### src/rtl/qed_pkg.sv
`default_nettype none
// +--------------------------------------------------------------------------+
// | qed_pkg                                                                  |
// | Shared types, defaults and helpers for the SQED execution scheduler.     |
// |   qed_state_t  : scheduler phase encoding                                |
// |   QED_CNT_W    : default width of the original/duplicate counters        |
// |   QED_MAX_ORIG : default maximum number of originals per round           |
// |   popcount2    : number of set bits in a two-slot mask                   |
// | Revision: 1.0 - initial release                                          |
// +--------------------------------------------------------------------------+
package qed_pkg;

   localparam int QED_CNT_W    = 5;
   localparam int QED_MAX_ORIG = 16;

   typedef enum logic [2:0] {
      ORIG  = 3'd0,
      DUP   = 3'd1,
      DRAIN = 3'd2,
      CHECK = 3'd3,
      ABORT = 3'd4
   } qed_state_t;

   function automatic logic [1:0] popcount2(input logic [1:0] v);
      return {1'b0, v[0]} + {1'b0, v[1]};
   endfunction

endpackage
`default_nettype wire

### src/rtl/qed_slot_alloc.sv
`default_nettype none
// +--------------------------------------------------------------------------+
// | qed_slot_alloc                                                           |
// | Combinational two-slot grant logic. Slot 0 is served first; slot 1 is    |
// | granted only if capacity is left after slot 0, which keeps program order.|
// |   valid    in  2  per-slot candidate present                             |
// |   ready    in  1  downstream can take instructions (already gated)       |
// |   capacity in  W  number of slots still allowed this round               |
// |   grant    out 2  per-slot grant                                         |
// | Revision: 1.0 - initial release                                          |
// +--------------------------------------------------------------------------+
module qed_slot_alloc #(
   parameter int W = 5
) (
   input  logic [1:0]   valid,
   input  logic         ready,
   input  logic [W-1:0] capacity,
   output logic [1:0]   grant
);

   logic cap_ge1;
   logic cap_ge2;

   assign cap_ge1 = (capacity != '0);
   assign cap_ge2 = (capacity > W'(1));

   assign grant[0] = ready & valid[0] & cap_ge1;
   // Slot 1 needs one more unit of capacity when slot 0 consumed one.
   assign grant[1] = ready & valid[1] & (grant[0] ? cap_ge2 : cap_ge1);

endmodule
`default_nettype wire

### src/rtl/qed_exec_scheduler.sv
`default_nettype none
// +--------------------------------------------------------------------------+
// | qed_exec_scheduler                                                       |
// | Sequences an SQED round on the dual-issue pipe: accept originals, replay |
// | their duplicates, wait for commit drain, then pulse the check window.    |
// |   clk, reset_x (async, active-low)                                       |
// |   slot_valid[1:0], orig_ready, dup_ready, exec_dup_req, rob_empty,       |
// |   pipe_flush                                      : inputs               |
// |   orig_accept[1:0], dup_issue[1:0]                : combinational grants |
// |   qed_exec_dup, num_orig_insts, num_dup_insts,                           |
// |   wait_till_commit, chk_en, abort                 : registered status    |
// | Revision: 1.0 - initial release                                          |
// +--------------------------------------------------------------------------+
module qed_exec_scheduler
   import qed_pkg::*;
#(
   parameter int CNT_W    = QED_CNT_W,
   parameter int MAX_ORIG = QED_MAX_ORIG
) (
   input  logic             clk,
   input  logic             reset_x,
   input  logic [1:0]       slot_valid,
   input  logic             orig_ready,
   input  logic             dup_ready,
   input  logic             exec_dup_req,
   input  logic             rob_empty,
   input  logic             pipe_flush,
   output logic [1:0]       orig_accept,
   output logic [1:0]       dup_issue,
   output logic             qed_exec_dup,
   output logic [CNT_W-1:0] num_orig_insts,
   output logic [CNT_W-1:0] num_dup_insts,
   output logic             wait_till_commit,
   output logic             chk_en,
   output logic             abort
);

   localparam logic [CNT_W-1:0] MAX_C = CNT_W'(MAX_ORIG);

   qed_state_t       state;
   qed_state_t       state_nxt;
   logic [CNT_W-1:0] orig_cap;
   logic [CNT_W-1:0] dup_rem;
   logic [CNT_W-1:0] num_orig_nxt;
   logic [CNT_W-1:0] num_dup_nxt;
   logic             orig_go;
   logic             dup_go;

   // A flush cycle never accepts or issues anything.
   assign orig_go  = orig_ready & (state == ORIG) & ~pipe_flush;
   assign dup_go   = dup_ready  & (state == DUP)  & ~pipe_flush;
   assign orig_cap = MAX_C - num_orig_insts;
   assign dup_rem  = num_orig_insts - num_dup_insts;

   qed_slot_alloc #(.W(CNT_W)) u_orig_alloc (
      .valid    (slot_valid),
      .ready    (orig_go),
      .capacity (orig_cap),
      .grant    (orig_accept)
   );

   // Duplicates always exist in the QED i-cache for both slots; the
   // remaining count alone limits the issue width.
   qed_slot_alloc #(.W(CNT_W)) u_dup_alloc (
      .valid    (2'b11),
      .ready    (dup_go),
      .capacity (dup_rem),
      .grant    (dup_issue)
   );

   always_comb begin
      state_nxt    = state;
      num_orig_nxt = num_orig_insts + {{(CNT_W-2){1'b0}}, popcount2(orig_accept)};
      num_dup_nxt  = num_dup_insts  + {{(CNT_W-2){1'b0}}, popcount2(dup_issue)};
      case (state)
         ORIG: begin
            if (pipe_flush)
               state_nxt = ABORT;
            else if ((num_orig_nxt != '0) &&
                     (exec_dup_req || (num_orig_nxt == MAX_C)))
               state_nxt = DUP;
         end
         DUP: begin
            if (pipe_flush)
               state_nxt = ABORT;
            else if (num_dup_nxt == num_orig_insts)
               state_nxt = DRAIN;
         end
         DRAIN: begin
            if (pipe_flush)
               state_nxt = ABORT;
            else if (rob_empty)
               state_nxt = CHECK;
         end
         CHECK:   state_nxt = ORIG;
         ABORT:   state_nxt = ORIG;
         default: state_nxt = ORIG;
      endcase
      // Counters hold through CHECK and clear when a round ends or is dropped.
      if ((state_nxt == ABORT) || (state == CHECK) || (state == ABORT)) begin
         num_orig_nxt = '0;
         num_dup_nxt  = '0;
      end
   end

   always_ff @(posedge clk or negedge reset_x) begin
      if (!reset_x) begin
         state            <= ORIG;
         num_orig_insts   <= '0;
         num_dup_insts    <= '0;
         qed_exec_dup     <= 1'b0;
         wait_till_commit <= 1'b0;
         chk_en           <= 1'b0;
         abort            <= 1'b0;
      end else begin
         state            <= state_nxt;
         num_orig_insts   <= num_orig_nxt;
         num_dup_insts    <= num_dup_nxt;
         qed_exec_dup     <= (state_nxt == DUP) || (state_nxt == DRAIN) ||
                             (state_nxt == CHECK);
         wait_till_commit <= (state_nxt == DRAIN) || (state_nxt == CHECK);
         chk_en           <= (state_nxt == CHECK);
         abort            <= (state_nxt == ABORT);
      end
   end

endmodule
`default_nettype wire

### config.mk
export PLATFORM = sky130hd
export DESIGN_NAME = qed_exec_scheduler
export DESIGN_NICKNAME = d
export VERILOG_FILES = /design/src/rtl/qed_pkg.sv /design/src/rtl/qed_slot_alloc.sv /design/src/rtl/qed_exec_scheduler.sv
export SDC_FILE = /design/constraint.sdc
export NUM_CORES = 1
export LEC_CHECK = 0
export ABC_AREA = 1
export CAP_MARGIN = 20
export CELL_PAD_IN_SITES_DETAIL_PLACEMENT = 0
export CELL_PAD_IN_SITES_GLOBAL_PLACEMENT = 1
export CORE_MARGIN = 5
export CORE_UTILIZATION = 39
export DETAILED_ROUTE_END_ITERATION = 8
export PLACE_DENSITY_LB_ADDON = 0.1
export SYNTH_ARGS = -nofsm -noshare
export SYNTH_HDL_FRONTEND = slang
export SYNTH_SLANG_ARGS = --single-unit
### constraint.sdc
create_clock -name clk -period 5.74 [get_ports clk]
set_input_delay 0.861 -clock clk [delete_from_list [all_inputs] [get_ports clk]]
set_output_delay 0.861 -clock clk [all_outputs]
set_load 0.005 [all_outputs]
# Word level (Yosys, flattened, before mapping)
# Index checks and enable logic that the tools add are counted.
op_classes:
  reduce_logical: 11
  n_addsub: 6
  order_cmp: 2
  n_mux: 11
  bitwise: 11
  eq_ne: 10
ops:
  columns: ["op", "n"]
  rows:
  - ["$mux 3", 6]
  - ["$reduce_bool 5->1", 3]
  - ["$eq 3x2->1 const B", 4]
  - ["$add 5x2->5", 2]
  - ["$and 1x1->1", 10]
  - ["$gt 5x1->1 const B", 2]
  - ["$mux 5", 2]
  - ["$pmux 3 s3", 1]
  - ["$eq 3x1->1 const B", 2]
  - ["$eq 3x3->1 const B", 2]
  - ["$logic_or 1x1->1", 6]
  - ["$eq 5x5->1", 1]
  - ["$eq 5x5->1 const B", 1]
  - ["$sub 5x5->5", 1]
  - ["$sub 5x5->5 const A", 1]
  - ["$add 1x1->2", 2]
  - ["$logic_not 3->1", 1]
  - ["$mux 1", 2]
  - ["$logic_and 1x1->1", 1]
  - ["$not 1->1", 1]
totals:
  regBits: 17
  inputBits: 9
  out_inout_bits: 18
  wordCells: 58

# Longest topological paths before layout
# Gate-level depths: netlist of run 1.
depth:
  depth_word: 19
  ltp_mapped: 25
  mapped_depth_nobuf: 25

# Modules after synthesis
# A second synthesis of run 1 with hierarchy kept.
unflattened:
  hier_cells: 184
  area_unflattened_um2: 1285.0
modules_own_cells:
  columns: ["module", "n_inst", "area_per_inst_um2", "cells_each"]
  rows:
  - ["qed_exec_scheduler", 1, 1157.4, 156]
  - ["qed_slot_alloc", 2, 63.8, 14]

# Worst setup path after synthesis of run 1
# No wires, ideal clock.
synth_timing:
  kind: "register to register"
  startpoint: "register num_orig_insts[0]"
  endpoint: "register qed_exec_dup"
  path_slack_ps: 2552
  n_path_buf: 0
  required_ps: 5619
  arrival_ps: 3067
  synth_period_minus_slack_ps: 3188
  stages_incl_launch_ff: 21
  setup_ps: 121
  path_cell_list: "dfrtp_1 -> inv_1 -> ha_1 -> inv_1 -> fa_1 -> xor2_1 -> nor2_1 -> nand3_1 -> nor2_1 -> a21oi_1 -> fa_1 -> ha_1 -> inv_1 -> nand2_1 -> nand4_1 -> nor2_2 -> nand3_1 -> nand2_1 -> nand2_1 -> a21oi_2 -> nand2_1"
synth_rtl:
  columns: ["item", "line", "rtl"]
  rows:
  - ["start: declaration", "qed_exec_scheduler.sv:31", "output logic [CNT_W-1:0] num_orig_insts,"]
  - ["start signal: assignment", "qed_exec_scheduler.sv:117", "num_orig_insts <= num_orig_nxt;"]
  - ["$sub 5x5->5 *", "qed_exec_scheduler.sv:53", "assign dup_rem = num_orig_insts - num_dup_insts;"]
  - ["$reduce_bool 5->1 *", "qed_slot_alloc.sv:24", "assign cap_ge1 = (capacity != '0);"]
  - ["$and 1x1->1 *", "qed_slot_alloc.sv:27", "assign grant[0] = ready & valid[0] & cap_ge1;"]
  - ["via dup_issue[0]", "qed_exec_scheduler.sv:29", "output logic [1:0] dup_issue,"]
  - ["$mux 1", "qed_slot_alloc.sv:29", "assign grant[1] = ready & valid[1] & (grant[0] ? cap_ge2 : cap_ge1);"]
  - ["$and 1x1->1", "qed_slot_alloc.sv:29", null]
  - ["$add 1x1->2 *", "qed_pkg.sv:25", "return {1'b0, v[0]} + {1'b0, v[1]};"]
  - ["$add 5x2->5 *", "qed_exec_scheduler.sv:74", "num_dup_nxt = num_dup_insts + {{(CNT_W-2){1'b0}}, popcount2(dup_issue)};"]
  - ["$eq 5x5->1 *", "qed_exec_scheduler.sv:86", "else if (num_dup_nxt == num_orig_insts)"]
  - ["$mux 3 *", "qed_exec_scheduler.sv:86", null]
  - ["$mux 3 *", "qed_exec_scheduler.sv:84", "if (pipe_flush)"]
  - ["$pmux 3 s3 *", "qed_exec_scheduler.sv:75", "case (state)"]
  - ["$eq 3x1->1 / $eq 3x2->1 (equally long branches)", "qed_exec_scheduler.sv:119", "qed_exec_dup <= (state_nxt == DUP) || (state_nxt == DRAIN) ||"]
  - ["$logic_or 1x1->1", "qed_exec_scheduler.sv:119", null]
  - ["$logic_or 1x1->1 *", "qed_exec_scheduler.sv:119", null]
  - ["end signal: assignment", "qed_exec_scheduler.sv:119", null]
  - ["end: declaration", "qed_exec_scheduler.sv:30", "output logic qed_exec_dup,"]
# The timed path passes the listed nets; every way through them passes the cells marked *.

# Worst setup path in the final report of run 1
layout_timing:
  startpoint: "register num_orig_insts[0]"
  endpoint: "output dup_issue[0]"
layout_between:
  elab_chain_cells: 3
layout_lines:
  columns: ["item", "line"]
  rows:
  - ["$sub 5x5->5", "qed_exec_scheduler.sv:53"]
  - ["$reduce_bool 5->1", "qed_slot_alloc.sv:24"]
  - ["$and 1x1->1", "qed_slot_alloc.sv:27"]
  - ["end: declaration", "qed_exec_scheduler.sv:29"]
# No other way between the ends.

==> impl_results.rst, run 1 <==
.. list-table::
   :header-rows: 1

   * - Metric
     - Value
   * - Run status
     - finished clean
   * - Root buffer cell
     - sky130_fd_sc_hd__clkbuf_4
   * - Most frequent cell after synthesis
     - sky130_fd_sc_hd__nand2_1
   * - Tmin final
     - 3.557 ns
   * - Vias in the first global route
     - 1127
   * - Clock input transition at the sequential cells of the worst setup and hold paths
     - 0.10 ns
   * - Net count of the mapped netlist
     - 190
   * - Critical path arrival
     - 2.70 ns
   * - Area share of the largest cell type after synthesis
     - 0.3363
   * - Clock net sink count
     - 17
   * - Worst setup path start
     - num_orig_insts[0]
   * - Area contributors post-synth
     - sky130_fd_sc_hd__dfrtp_1 34%, sky130_fd_sc_hd__nand2_1 10%, sky130_fd_sc_hd__ha_1 7.9%
   * - Worst Max-Slew Pin Slew
     - 0.7681 ns
   * - Post-Layout Inst Area
     - 1607 um^2
   * - Power density over the cells
     - 160.4 nW/um^2
   * - Initial antenna violation count
     - 0
   * - Largest fanout on the critical path
     - 5
   * - Number of instances on the worst hold path
     - 3
   * - Instance area at placement
     - 1580 um^2
   * - Avg Cell Area, Syn
     - 7.441 um^2
   * - Count of vias placed by the detailed router
     - 1155
   * - Hold Slack
     - 0.5947 ns
   * - Multiplexer share of the synthesized area
     - 0
   * - Clock Skew
     - 0.002946 ns
   * - Number of standard cells in the layout, taps in and fillers out
     - 244
   * - DRC violations left
     - 0
   * - Crit path capture type
     - output pin
   * - Pin count of the biggest net entering global routing
     - 18
   * - Maximum ir drop on the vdd rail
     - 0.0001203 V
   * - Fraction of synthesized cell area in xor and xnor cells
     - 0.04154
   * - Fill count
     - 342
   * - Origin of the worst min-delay path
     - state[0]
   * - Max Clock Freq
     - 0.2811 GHz
   * - Fraction of power consumed by combinational cells
     - 0.261
   * - Cell type contributing the most total cell area after synthesis
     - sky130_fd_sc_hd__dfrtp_1
   * - Type of origin of the critical path
     - flop
   * - Cts-stage hold buffer count
     - 0
   * - Sequential power share
     - 0.495
   * - Y dimension of the die
     - 66.95 um
   * - Synthesis Warnings
     - 0
   * - Count of standard-cell rows
     - 20
   * - Setup violators final
     - 0
   * - Internal power
     - 0.0001810 W
   * - Source-to-sink clock delay at the later pin of the worst-skew pair
     - 0.28 ns
   * - Synth unique cells
     - 24
   * - Fraction of synthesis flops using an asynchronous set or reset pin
     - 1.000
   * - Unrepaired setup endpoints after global routing
     - no
   * - Total global routing overflow
     - 0
   * - Aggregate global-route resource usage
     - 0.1475
   * - Worst Reg2Reg Path Length in Cells
     - 20
   * - Boundary Pins
     - 27
   * - Post-detailed-route wirelength per cell
     - 11.86 um
   * - Vias per std cell
     - 4.734
   * - Period Utilization, post-route
     - 0.6197
   * - Launching point of the worst reg2reg path
     - num_orig_insts[0]
   * - Number of failing hold endpoints at the final stage
     - 0
   * - Violation count after the first detailed-route iteration
     - 56
   * - Post-synthesis share of cell area spent on full adders, half adders and majority gates
     - 0.1266
   * - Switching part of the total
     - 0.2976
   * - Path class of the lowest-slack min-delay path
     - flop to flop
   * - Area share of and/or/nand/nor cells after synthesis
     - 0.3432
   * - Postcts setup bufs
     - 0
   * - Post-synthesis instance area
     - 1265 um^2
   * - TritonCTS Buffers
     - 3
   * - Sequential-to-total area share from yosys stat
     - 0.3363
   * - Count of state elements after synthesis
     - 17
   * - Total Wirelength
     - 2.895 mm
   * - Share of final-layout standard cells stronger than drive strength 1
     - 0.1250
   * - Detailed-placement wirelength estimate
     - 2.425 mm
   * - Post-Route Setup TNS
     - 0 ns
   * - Detailed Routing Iterations Pass 1
     - 4
   * - H-tree depth reported by CTS
     - 1
   * - Inst Count DP
     - 240
   * - Required time at the worst-slack endpoint
     - 4.88 ns
   * - Leading register cell type out of synthesis
     - sky130_fd_sc_hd__dfrtp_1
   * - Worst slew margin relative to its limit
     - 0.4863
   * - Chip Width
     - 66.95 um
   * - CTS tree
     - done
   * - Initial Utilization
     - 0.4110
   * - Post-layout util
     - 0.5220
   * - Max-slew violation count
     - 0
   * - CTS-repair resized insts
     - 0
   * - Synthesized netlist cell count
     - 170
   * - Leakage power
     - 0.8093 nW
   * - Die Area
     - 4482 um^2
   * - WS Path Type
     - flop to output pin
   * - Relative contribution of the clock network to total power
     - 0.244
   * - First-pass GRT wire length
     - 5.037 mm
   * - Number of violations of the max-capacitance limit
     - 0
   * - Maximum clock path buffer count
     - 2
   * - Routability-driven placement congestion ratio
     - 0.7963
   * - Top cell types by occurrence after synthesis
     - 35 x sky130_fd_sc_hd__nand2_1, 26 x sky130_fd_sc_hd__inv_1, 19 x sky130_fd_sc_hd__nor2_1
   * - Dominant combinational cell family by area after synthesis
     - simple AND/OR/NAND/NOR gates
   * - Final nets
     - 221
   * - Detail Route Antenna Nets
     - 0
   * - Number of synthesized flops with an enable pin
     - 0
   * - Antenna diode count
     - 0
   * - Sw Pwr
     - 0.00007667 W
   * - Signed area change from the synthesized netlist to the final layout
     - 27.00%
   * - # port buffers
     - 26
   * - Share of the synthesized area in compound gates (AO/OA/AOI/OAI)
     - 0.05440
   * - Floorplan Core Area
     - 3078 um^2
[cells by family after synthesis]
logic type | count (synthesis)
fa+ha+maj | 11
simple gates | 92
buf+inv | 33
xor+xnor | 6
flops | 17
compound gates | 11
[final timing paths]
check                                   endpoint  slack (ns)
max in group asynchronous       num_dup_insts[2]        4.24
worst min-delay path                      chk_en        0.59
worst max register to register      qed_exec_dup        2.18
worst max-delay path                dup_issue[0]        2.18
worst min register to register            chk_en        0.59
min in group asynchronous                 chk_en        1.02
[stage by stage]
step	setup WS (ns)	power, W
final	2.183	0.0002576
after CTS	2.131	0.0002641
after global placement	2.199	0.0001978
after floorplan	2.552	0.0001723
after global routing	1.837	0.0002777
after detailed placement	2.158	0.0001978
[layout make-up]
cell class | count | area, um^2 | share of cell area
multi-input combinational | 120 | 715.7 | 0.4455
sequential | 17 | 425.4 | 0.2648
timing repair buffer | 26 | 260.3 | 0.1620
inverter | 33 | 123.9 | 0.07710
tap | 44 | 55.05 | 0.03427
clock buffer | 4 | 26.28 | 0.01636
[flip-flops by register name, indices dropped and copies added, names as in the netlist]
signal / flops
wait_till_commit: 1
state: 3
chk_en: 1
qed_exec_dup: 1
num_orig_insts: 5
abort: 1
num_dup_insts: 5
[routing by layer]
layer	up-vias	track usage	routed length, um
met5	-	0	0
met1	531	0.1835	1290
li1	597	-	-
met4	0	0.05063	44
met3	4	0.02361	116
met2	23	0.2562	1442
[power groups by stage]
stage / clock network (W) / logic, W / registers [W]
floorplan: 0 / 0.0000426 / 0.000130
global placement: 0 / 0.0000678 / 0.000130
detailed placement: 0 / 0.0000680 / 0.000130
CTS: 0.0000679 / 0.0000686 / 0.000128
global route: 0.0000736 / 0.0000759 / 0.000128
finish: 0.0000629 / 0.0000672 / 0.000127
[critical path, stage by stage (launching register included)]
cell	delay, ns
sky130_fd_sc_hd__dfrtp_1	0.43
sky130_fd_sc_hd__inv_1	0.17
sky130_fd_sc_hd__ha_1	0.18
sky130_fd_sc_hd__inv_1	0.06
sky130_fd_sc_hd__fa_1	0.40
sky130_fd_sc_hd__nand3_1	0.13
sky130_fd_sc_hd__nand3_1	0.09
sky130_fd_sc_hd__nand3_1	0.09
sky130_fd_sc_hd__nor2_1	0.06
sky130_fd_sc_hd__a21oi_1	0.24
sky130_fd_sc_hd__clkdlybuf4s50_1	0.56
[cells in the final DEF, fill, tap and decap left out]
master	synthesis	layout
sky130_fd_sc_hd__a21oi_1	6	6
sky130_fd_sc_hd__clkbuf_4	0	3
sky130_fd_sc_hd__nand2_1	35	35
sky130_fd_sc_hd__a21oi_2	1	1
sky130_fd_sc_hd__o21bai_2	1	1
sky130_fd_sc_hd__fa_1	3	3
sky130_fd_sc_hd__inv_2	7	7
sky130_fd_sc_hd__nand2_2	5	5
sky130_fd_sc_hd__or2_1	1	1
sky130_fd_sc_hd__nand3_2	3	3
sky130_fd_sc_hd__xor2_1	4	4
sky130_fd_sc_hd__clkdlybuf4s50_1	0	26
sky130_fd_sc_hd__nor2_1	19	19
sky130_fd_sc_hd__nand3_1	17	17
sky130_fd_sc_hd__dfrtp_1	17	17
sky130_fd_sc_hd__o21ai_1	1	1
sky130_fd_sc_hd__ha_1	8	8
sky130_fd_sc_hd__nor2_2	3	3
sky130_fd_sc_hd__nor2_4	1	1
sky130_fd_sc_hd__nor3b_1	1	1
sky130_fd_sc_hd__nor3_1	2	2
sky130_fd_sc_hd__o21ai_0	1	1
sky130_fd_sc_hd__inv_1	26	26
sky130_fd_sc_hd__o21ai_2	1	1
sky130_fd_sc_hd__xnor2_1	2	2
sky130_fd_sc_hd__clkbuf_1	0	1
sky130_fd_sc_hd__nand4_1	5	5
No activity file was read; power rests on OpenSTA's default activity.
==> run 2: changes to the inputs <==
- CORE_UTILIZATION: 39 -> 36
- clock period: 5.74 -> 3.6 ns (I/O delays scaled with it)
==> run 2 against run 1 <==
  * Sequential power is 60% higher
  * Utilization is 3.7 points lower
  * Global-route usage is 1.1 points lower
  * First-iteration DRC count is 46% lower
  * Wire length is 4.1% higher
  * Cell area is 1.5% higher
  * Sequential cell count stayed put
  * Worst setup slack worse by 1.9 ns
==> impl_results.rst, run 2 (same netlist as run 1, synthesis figures left out) <==
.. list-table::
   :header-rows: 1

   * - Metric
     - Value
   * - Initial Utilization
     - 0.3761 (was 0.4110)
   * - Critical path depth
     - 21 (was 10)
   * - Maximum clock path buffer count
     - 2 (unchanged)
   * - Largest fanout on the critical path
     - 5 (unchanged)
   * - Clock input transition at the sequential cells of the worst setup and hold paths
     - 0.11 ns (was 0.10 ns)
   * - Clock Skew
     - 0.005564 ns (was 0.002946 ns)
   * - Most frequent standard cell in the layout excluding fill and tap cells
     - sky130_fd_sc_hd__nand2_1 (unchanged)
   * - Number of failing hold endpoints at the final stage
     - 0 (unchanged)
   * - Y dimension of the die
     - 69.28 um (was 66.95 um)
   * - Count of standard-cell rows
     - 21 (was 20)
   * - Run status
     - finished clean (unchanged)
   * - Worst Max-Slew Pin Slew
     - 0.8054 ns (was 0.7681 ns)
   * - Detailed Routing Iterations Pass 1
     - 4 (unchanged)
   * - Critical path cell sequence
     - inv_2 -> ha_1 -> inv_1 -> fa_1 -> nand3_1 -> nand2_1 -> nand2_1 -> nand3_1 -> nor2_1 -> a21oi_1 -> fa_2 -> ha_1 -> inv_1 -> nand2_1 -> nand4_1 -> nor2_2 -> nand3_1 -> nand2_1 -> nand2_1 -> a21oi_2 -> nand2_1 (was inv_1 -> ha_1 -> inv_1 -> fa_1 -> nand3_1 -> nand3_1 -> nand3_1 -> nor2_1 -> a21oi_1 -> clkdlybuf4s50_1)
   * - Library cell appearing most often on the critical path
     - sky130_fd_sc_hd__nand2_1 (was sky130_fd_sc_hd__nand3_1)
   * - Signed area change from the synthesized netlist to the final layout
     - 28.88% (was 27.00%)
   * - Unrepaired setup endpoints after global routing
     - no (unchanged)
   * - H-tree depth reported by CTS
     - 1 (unchanged)
   * - Final nets
     - 223 (was 221)
   * - Pin count of the biggest net entering global routing
     - 18 (unchanged)
   * - Aggregate global-route resource usage
     - 0.1366 (was 0.1475)
   * - TritonCTS Buffers
     - 3 (unchanged)
   * - Total Wirelength
     - 3.014 mm (was 2.895 mm)
   * - Worst Reg2Reg Path Length in Cells
     - 21 (was 20)
   * - First-pass GRT wire length
     - 5.416 mm (was 5.037 mm)
   * - Root buffer cell
     - sky130_fd_sc_hd__clkbuf_4 (unchanged)
   * - Relative contribution of the clock network to total power
     - 0.250 (was 0.244)
   * - Floorplan Core Area
     - 3363 um^2 (was 3078 um^2)
   * - Power density over the cells
     - 256.8 nW/um^2 (was 160.4 nW/um^2)
   * - Internal power
     - 0.0002889 W (was 0.0001810 W)
   * - Post-layout util
     - 0.4847 (was 0.5220)
   * - Number of violations of the max-capacitance limit
     - 0 (unchanged)
   * - Detailed-placement wirelength estimate
     - 2.457 mm (was 2.425 mm)
   * - Routability-driven placement congestion ratio
     - 0.7772 (was 0.7963)
   * - Switching part of the total
     - 0.3099 (was 0.2976)
   * - Die Area
     - 4799 um^2 (was 4482 um^2)
   * - CP bufs+invs
     - 3 (unchanged)
   * - Required time at the worst-slack endpoint
     - 3.79 ns (was 4.88 ns)
   * - Vias per std cell
     - 4.556 (was 4.734)
   * - Most frequent cells in the layout
     - 35 x sky130_fd_sc_hd__nand2_1, 26 x sky130_fd_sc_hd__clkdlybuf4s50_1, 25 x sky130_fd_sc_hd__inv_1 (was 35 x sky130_fd_sc_hd__nand2_1, 26 x sky130_fd_sc_hd__inv_1, 26 x sky130_fd_sc_hd__clkdlybuf4s50_1)
   * - Sw Pwr
     - 0.0001298 W (was 0.00007667 W)
   * - Detail Route Antenna Nets
     - 0 (unchanged)
   * - Count of vias placed by the detailed router
     - 1130 (was 1155)
   * - Worst slew margin relative to its limit
     - 0.4614 (was 0.4863)
   * - WS Path Type
     - flop to flop (was flop to output pin)
   * - Total global routing overflow
     - 0 (unchanged)
   * - Period Utilization, post-route
     - 0.9202
   * - Slowest Stage Delay on Critical Path
     - 0.44 ns (was 0.56 ns)
   * - Cell family with the largest share of critical-path delay
     - adder cells (was buffers and inverters)
   * - Source-to-sink clock delay at the later pin of the worst-skew pair
     - 0.29 ns (was 0.28 ns)
   * - Critical path arrival
     - 3.50 ns (was 2.70 ns)
   * - DRC violations left
     - 0 (unchanged)
   * - Clock net sink count
     - 17 (unchanged)
   * - Crit path capture type
     - flop (was output pin)
   * - Sequential power share
     - 0.485 (was 0.495)
   * - Top Registers
     - num_dup_insts x5, num_orig_insts x5, state x3 (unchanged)
   * - Initial antenna violation count
     - 0 (unchanged)
   * - Violation count after the first detailed-route iteration
     - 30 (was 56)
   * - Type of origin of the critical path
     - flop (unchanged)
   * - Vias in the first global route
     - 1224 (was 1127)
   * - CTS tree
     - done (unchanged)
   * - Post-Route Setup TNS
     - 0 ns (unchanged)
   * - Max-slew violation count
     - 0 (unchanged)
   * - Chip Width
     - 69.28 um (was 66.95 um)
   * - Setup violators final
     - 0 (unchanged)
   * - Fraction of power consumed by combinational cells
     - 0.265 (was 0.261)
   * - Leakage power
     - 0.8171 nW (was 0.8093 nW)
   * - Standard cell with the maximum stage delay on the critical path
     - sky130_fd_sc_hd__fa_2 (was sky130_fd_sc_hd__clkdlybuf4s50_1)
   * - Maximum ir drop on the vdd rail
     - 0.0001462 V (was 0.0001203 V)
   * - # port buffers
     - 26 (unchanged)
   * - Share of final-layout standard cells stronger than drive strength 1
     - 0.1584 (was 0.1250)
   * - Post-detailed-route wirelength per cell
     - 12.15 um (was 11.86 um)
   * - Cts-stage hold buffer count
     - 0 (unchanged)
   * - Number of instances on the worst hold path
     - 3 (unchanged)
   * - Antenna diode count
     - 0 (unchanged)
   * - Path class of the lowest-slack min-delay path
     - flop to flop (unchanged)
   * - Tmin final
     - 3.313 ns
   * - Max Clock Freq
     - 0.3019 GHz
   * - Boundary Pins
     - 27 (unchanged)
   * - Fill count
     - 376 (was 342)
[run 2: cell count changes in the layout (fill, tap and decap cells not counted), sizes merged]
cell / before / now
clkbuf: 4 / 3
buf: 0 / 2
clkinv: 0 / 1
[run 2: worst reg2reg max path: cells and delay by family (launching register included)]
kind / cells / cell delay (ns)
compound gates: 2 / 0.26
fa+ha+maj: 4 / 1.30
buf+inv: 3 / 0.22
flops: 1 / 0.43
simple gates: 12 / 1.01
[run 2: power by group through the flow]
| stage | sequential, W | combinational, W | clock, W |
|---|---|---|---|
| after global placement | 0.000207 | 0.000108 | 0 |
| after floorplan | 0.000207 | 0.0000680 | 0 |
| after detailed placement | 0.000207 | 0.000109 | 0 |
| after CTS | 0.000204 | 0.000109 | 0.000112 |
| final | 0.000203 | 0.000111 | 0.000105 |
| after global routing | 0.000204 | 0.000126 | 0.000121 |
[run 2: per-stage QoR]
step	setup slack, ns	area [um^2]	power [W]	hold WS [ns]	std cells
after global placement	0.1715	1590	0.0003151	0.5737	243
after global routing	0.02874	1630	0.0004520	0.6503	248
final	0.2873	1630	0.0004187	0.6029	248
after detailed placement	0.07951	1590	0.0003157	0.5830	243
after CTS	0.05685	1618	0.0004248	0.6034	247
after floorplan	0.4121	1265	0.0002748	0.2444	170
[run 2: path summary, 6_finish.rpt]
check                                       start           endpoint  slack (ns)
worst max-delay path            num_orig_insts[0]       qed_exec_dup        0.29
worst min-delay path                     state[2]             chk_en        0.60
worst max register to register  num_orig_insts[0]       qed_exec_dup        0.29
worst min register to register           state[2]             chk_en        0.60
max in group asynchronous                 reset_x  num_orig_insts[0]        2.35
min in group asynchronous                 reset_x  num_orig_insts[2]        0.70
[run 2: metal layers]
metal  part of all wire  up-vias  GRT usage  routed length (um)
li1                   -      599          -                   -
met3              0.033        4    0.02899                  99
met1               0.47      510     0.1653                1407
met4             0.0086        0    0.04338                  26
met5                  0        -          0                   0
met2               0.49       17     0.2394                1480
[run 2: final cells by class]
cell class | instances | area, um^2 | share of cell area
inverters | 33 | 123.9 | 0.07598
flip-flops and latches | 17 | 427.9 | 0.2625
well taps | 46 | 57.56 | 0.03530
repair buffers | 28 | 275.3 | 0.1688
clock inverters | 1 | 5.005 | 0.003070
clock buffers | 3 | 22.52 | 0.01381
multi-input cells | 120 | 718.2 | 0.4405
[run 2: timing repair]
action / 4_1_cts / 5_1_grt
resized for setup: 0 / 4
setup endpoints to repair: 0 / 4
buffers inserted: 0 / 1
==> run 3: changes to the inputs <==
- CELL_PAD_IN_SITES_DETAIL_PLACEMENT: 0 -> unset
- CELL_PAD_IN_SITES_GLOBAL_PLACEMENT: 1 -> unset
- CORE_UTILIZATION: 36 -> 50
- PLACE_DENSITY: unset -> 0.79
- PLACE_DENSITY_LB_ADDON: 0.1 -> unset
==> run 3 against run 2 <==
  * Worst hold slack improved by 0.0020 ns
  * Global-route usage increased by 4.6 points
  * Final cell count decreased by 6.5%
  * Critical path type unchanged
  * Clock-buffer cell count unchanged
  * Power increased by 0.42%
  * Fmax decreased by 1.2%
  * Wire length decreased by 4.2%
  * Clock skew increased by 0.0026 ns
  * First-iteration DRC count increased by 53%
==> impl_results.rst, run 3 (same netlist as run 1, synthesis figures left out) <==
.. list-table::
   :header-rows: 1

   * - Metric
     - Value
   * - Run status
     - finished clean (unchanged)
   * - Cts-stage hold buffer count
     - 0 (unchanged)
   * - Number of failing hold endpoints at the final stage
     - 0 (unchanged)
   * - Path class of the lowest-slack min-delay path
     - flop to flop (unchanged)
   * - Boundary Pins
     - 27 (unchanged)
   * - TritonCTS Buffers
     - 3 (unchanged)
   * - Critical path depth
     - 22 (was 21)
   * - Post-Route Setup TNS
     - 0 ns (unchanged)
   * - Launching point of the worst reg2reg path
     - num_orig_insts[0] (unchanged)
   * - Signed area change from the synthesized netlist to the final layout
     - 27.40% (was 28.88%)
   * - Critical path cell sequence
     - inv_2 -> ha_1 -> inv_1 -> fa_1 -> nand3_1 -> nand2_1 -> nand2_1 -> nand3_1 -> nor2_2 -> a21oi_1 -> fa_2 -> ha_1 -> nand2_2 -> nand2_2 -> nand2_1 -> nand2_1 -> nor2_2 -> nand3_1 -> nand2_1 -> nand2_1 -> a21oi_2 -> nand2_1 (was inv_2 -> ha_1 -> inv_1 -> fa_1 -> nand3_1 -> nand2_1 -> nand2_1 -> nand3_1 -> nor2_1 -> a21oi_1 -> fa_2 -> ha_1 -> inv_1 -> nand2_1 -> nand4_1 -> nor2_2 -> nand3_1 -> nand2_1 -> nand2_1 -> a21oi_2 -> nand2_1)
   * - Worst slack at placement
     - 0.09100 ns (was 0.07951 ns)
   * - Slowest Stage Delay on Critical Path
     - 0.46 ns (was 0.44 ns)
   * - Top Registers
     - num_dup_insts x5, num_orig_insts x5, state x3 (unchanged)
   * - Origin of the worst min-delay path
     - state[0] (was state[2])
   * - Detailed-placement wirelength estimate
     - 2.364 mm (was 2.457 mm)
   * - Minimum setup slack in the final design
     - 0.2465 ns (was 0.2873 ns)
   * - Count of standard-cell rows
     - 18 (was 21)
   * - Hold Slack
     - 0.6049 ns (was 0.6029 ns)
   * - Y dimension of the die
     - 60.30 um (was 69.28 um)
   * - Detailed Routing Iterations Pass 1
     - 4 (unchanged)
   * - Worst setup path start
     - num_orig_insts[0] (unchanged)
   * - Postcts setup bufs
     - 0 (unchanged)
   * - Routability-driven placement congestion ratio
     - 0.7982 (was 0.7772)
   * - Unrepaired setup endpoints after global routing
     - no (unchanged)
   * - # port buffers
     - 26 (unchanged)
   * - Clock input transition at the sequential cells of the worst setup and hold paths
     - 0.11 ns (about the same)
   * - Largest fanout on the critical path
     - 5 (unchanged)
   * - Worst Max-Slew Pin Slew
     - 0.7831 ns (was 0.8054 ns)
   * - Source-to-sink clock delay at the later pin of the worst-skew pair
     - 0.30 ns (was 0.29 ns)
   * - Total global routing overflow
     - 0 (unchanged)
   * - Standard cell with the maximum stage delay on the critical path
     - sky130_fd_sc_hd__dfrtp_2 (was sky130_fd_sc_hd__fa_2)
   * - CTS tree
     - done (unchanged)
   * - Clock Skew
     - 0.008139 ns (was 0.005564 ns)
   * - Number of instances on the worst hold path
     - 3 (unchanged)
   * - Max Clock Freq
     - 0.2982 GHz (was 0.3019 GHz)
   * - Period Utilization, post-route
     - 0.9315 (was 0.9202)
   * - Worst slew margin relative to its limit
     - 0.4763 (was 0.4614)
   * - Chip Width
     - 60.30 um (was 69.28 um)
   * - Number of standard cells in the layout, taps in and fillers out
     - 232 (was 248)
   * - Library cell appearing most often on the critical path
     - sky130_fd_sc_hd__nand2_1 (unchanged)
   * - Share of final-layout standard cells stronger than drive strength 1
     - 0.1584 (unchanged)
   * - Worst Reg2Reg Path Length in Cells
     - 22 (was 21)
   * - CP bufs+invs
     - 2 (was 3)
   * - Initial Utilization
     - 0.5153 (was 0.3761)
   * - Clock net sink count
     - 17 (unchanged)
   * - Vias per std cell
     - 5.147 (was 4.556)
   * - Detail Route Antenna Nets
     - 0 (unchanged)
   * - Inst Count DP
     - 228 (was 243)
   * - DRC violations left
     - 0 (unchanged)
   * - Initial antenna violation count
     - 0 (unchanged)
   * - Fill count
     - 215 (was 376)
   * - H-tree depth reported by CTS
     - 1 (unchanged)
   * - Cell family with the largest share of critical-path delay
     - adder cells (unchanged)
   * - Tmin final
     - 3.354 ns (was 3.313 ns)
   * - Required time at the worst-slack endpoint
     - 3.79 ns (about the same)
   * - Crit path capture type
     - flop (unchanged)
   * - Critical path arrival
     - 3.55 ns (was 3.50 ns)
   * - Number of violations of the max-capacitance limit
     - 0 (unchanged)
   * - Antenna diode count
     - 0 (unchanged)
   * - Count of vias placed by the detailed router
     - 1194 (was 1130)
   * - Most frequent cells in the layout
     - 35 x sky130_fd_sc_hd__nand2_1, 26 x sky130_fd_sc_hd__clkdlybuf4s50_1, 25 x sky130_fd_sc_hd__inv_1 (unchanged)
   * - Vias in the first global route
     - 1178 (was 1224)
   * - Total Wirelength
     - 2.888 mm (was 3.014 mm)
   * - Type of origin of the critical path
     - flop (unchanged)
   * - Maximum clock path buffer count
     - 2 (unchanged)
   * - Aggregate global-route resource usage
     - 0.1822 (was 0.1366)
   * - Floorplan Core Area
     - 2455 um^2 (was 3363 um^2)
   * - Max-slew violation count
     - 0 (unchanged)
   * - Violation count after the first detailed-route iteration
     - 46 (was 30)
   * - Post-detailed-route wirelength per cell
     - 12.45 um (was 12.15 um)
   * - First-pass GRT wire length
     - 5.002 mm (was 5.416 mm)
   * - Final nets
     - 223 (unchanged)
   * - Pin count of the biggest net entering global routing
     - 18 (unchanged)
   * - WS Path Type
     - flop to flop (unchanged)
   * - Root buffer cell
     - sky130_fd_sc_hd__clkbuf_4 (unchanged)
   * - Power density over the cells
     - 260.9 nW/um^2 (was 256.8 nW/um^2)
   * - Setup violators final
     - 0 (unchanged)
   * - Die Area
     - 3636 um^2 (was 4799 um^2)
   * - Maximum ir drop on the vdd rail
     - 0.0002464 V (was 0.0001462 V)
   * - Most frequent standard cell in the layout excluding fill and tap cells
     - sky130_fd_sc_hd__nand2_1 (unchanged)
   * - Leakage power
     - 0.8198 nW (was 0.8171 nW)
## run 3: tightest hold or removal path, stage by stage, from the launching register on
cell                      delay [ns]
sky130_fd_sc_hd__dfrtp_1        0.38
sky130_fd_sc_hd__nor3_1         0.07
sky130_fd_sc_hd__nand3_1        0.07
sky130_fd_sc_hd__inv_1          0.05
## run 3: repair_timing
item | CTS | global route
resized for setup | 0 | 4
hold endpoints to repair | 0 | 0
setup endpoints to repair | 0 | 4
## run 3: metal layers
metal	track usage	vias to the layer above	part of all wire
li1	-	596	-
met1	0.2231	568	0.45
met2	0.3210	25	0.50
met3	0.03024	5	0.037
met4	0.06329	0	0.012
met5	0	-	0
## run 3: path summary, 6_finish.rpt
path | endpoint | slack [ns]
min in group asynchronous | num_dup_insts[1] | 0.68
worst max register to register | qed_exec_dup | 0.25
worst min register to register | chk_en | 0.60
worst min-delay path | chk_en | 0.60
max in group asynchronous | num_orig_insts[0] | 2.38
worst max-delay path | qed_exec_dup | 0.25
## run 3: final cells by class
| type | instances | area [um^2] | share of cell area |
|---|---|---|---|
| multi-input combinational | 120 | 720.7 | 0.4472 |
| sequential | 17 | 426.7 | 0.2648 |
| timing repair buffer | 28 | 275.3 | 0.1708 |
| inverter | 33 | 123.9 | 0.07686 |
| tap | 30 | 37.54 | 0.02329 |
| clock buffer | 3 | 22.52 | 0.01398 |
| clock inverter | 1 | 5.005 | 0.003106 |
## run 3: power breakdown
part | switching (W) | total (W) | internal (W)
sequential | 0.00000575 | 0.000204 | 0.000198
combinational | 0.0000607 | 0.000109 | 0.0000481
clock | 0.0000663 | 0.000108 | 0.0000414
total | 0.000133 | 0.000420 | 0.000288
## run 3: metrics by stage
step           instance area [um^2]  utilization  power (W)
2_1_floorplan                  1265            -  0.0002748
3_3_place_gp                   1578       0.6427  0.0003122
3_5_place_dp                   1578       0.6427  0.0003146
4_1_cts                        1605       0.6539  0.0004216
5_1_grt                        1612       0.6565  0.0004481
6_report                       1612       0.6565  0.0004204
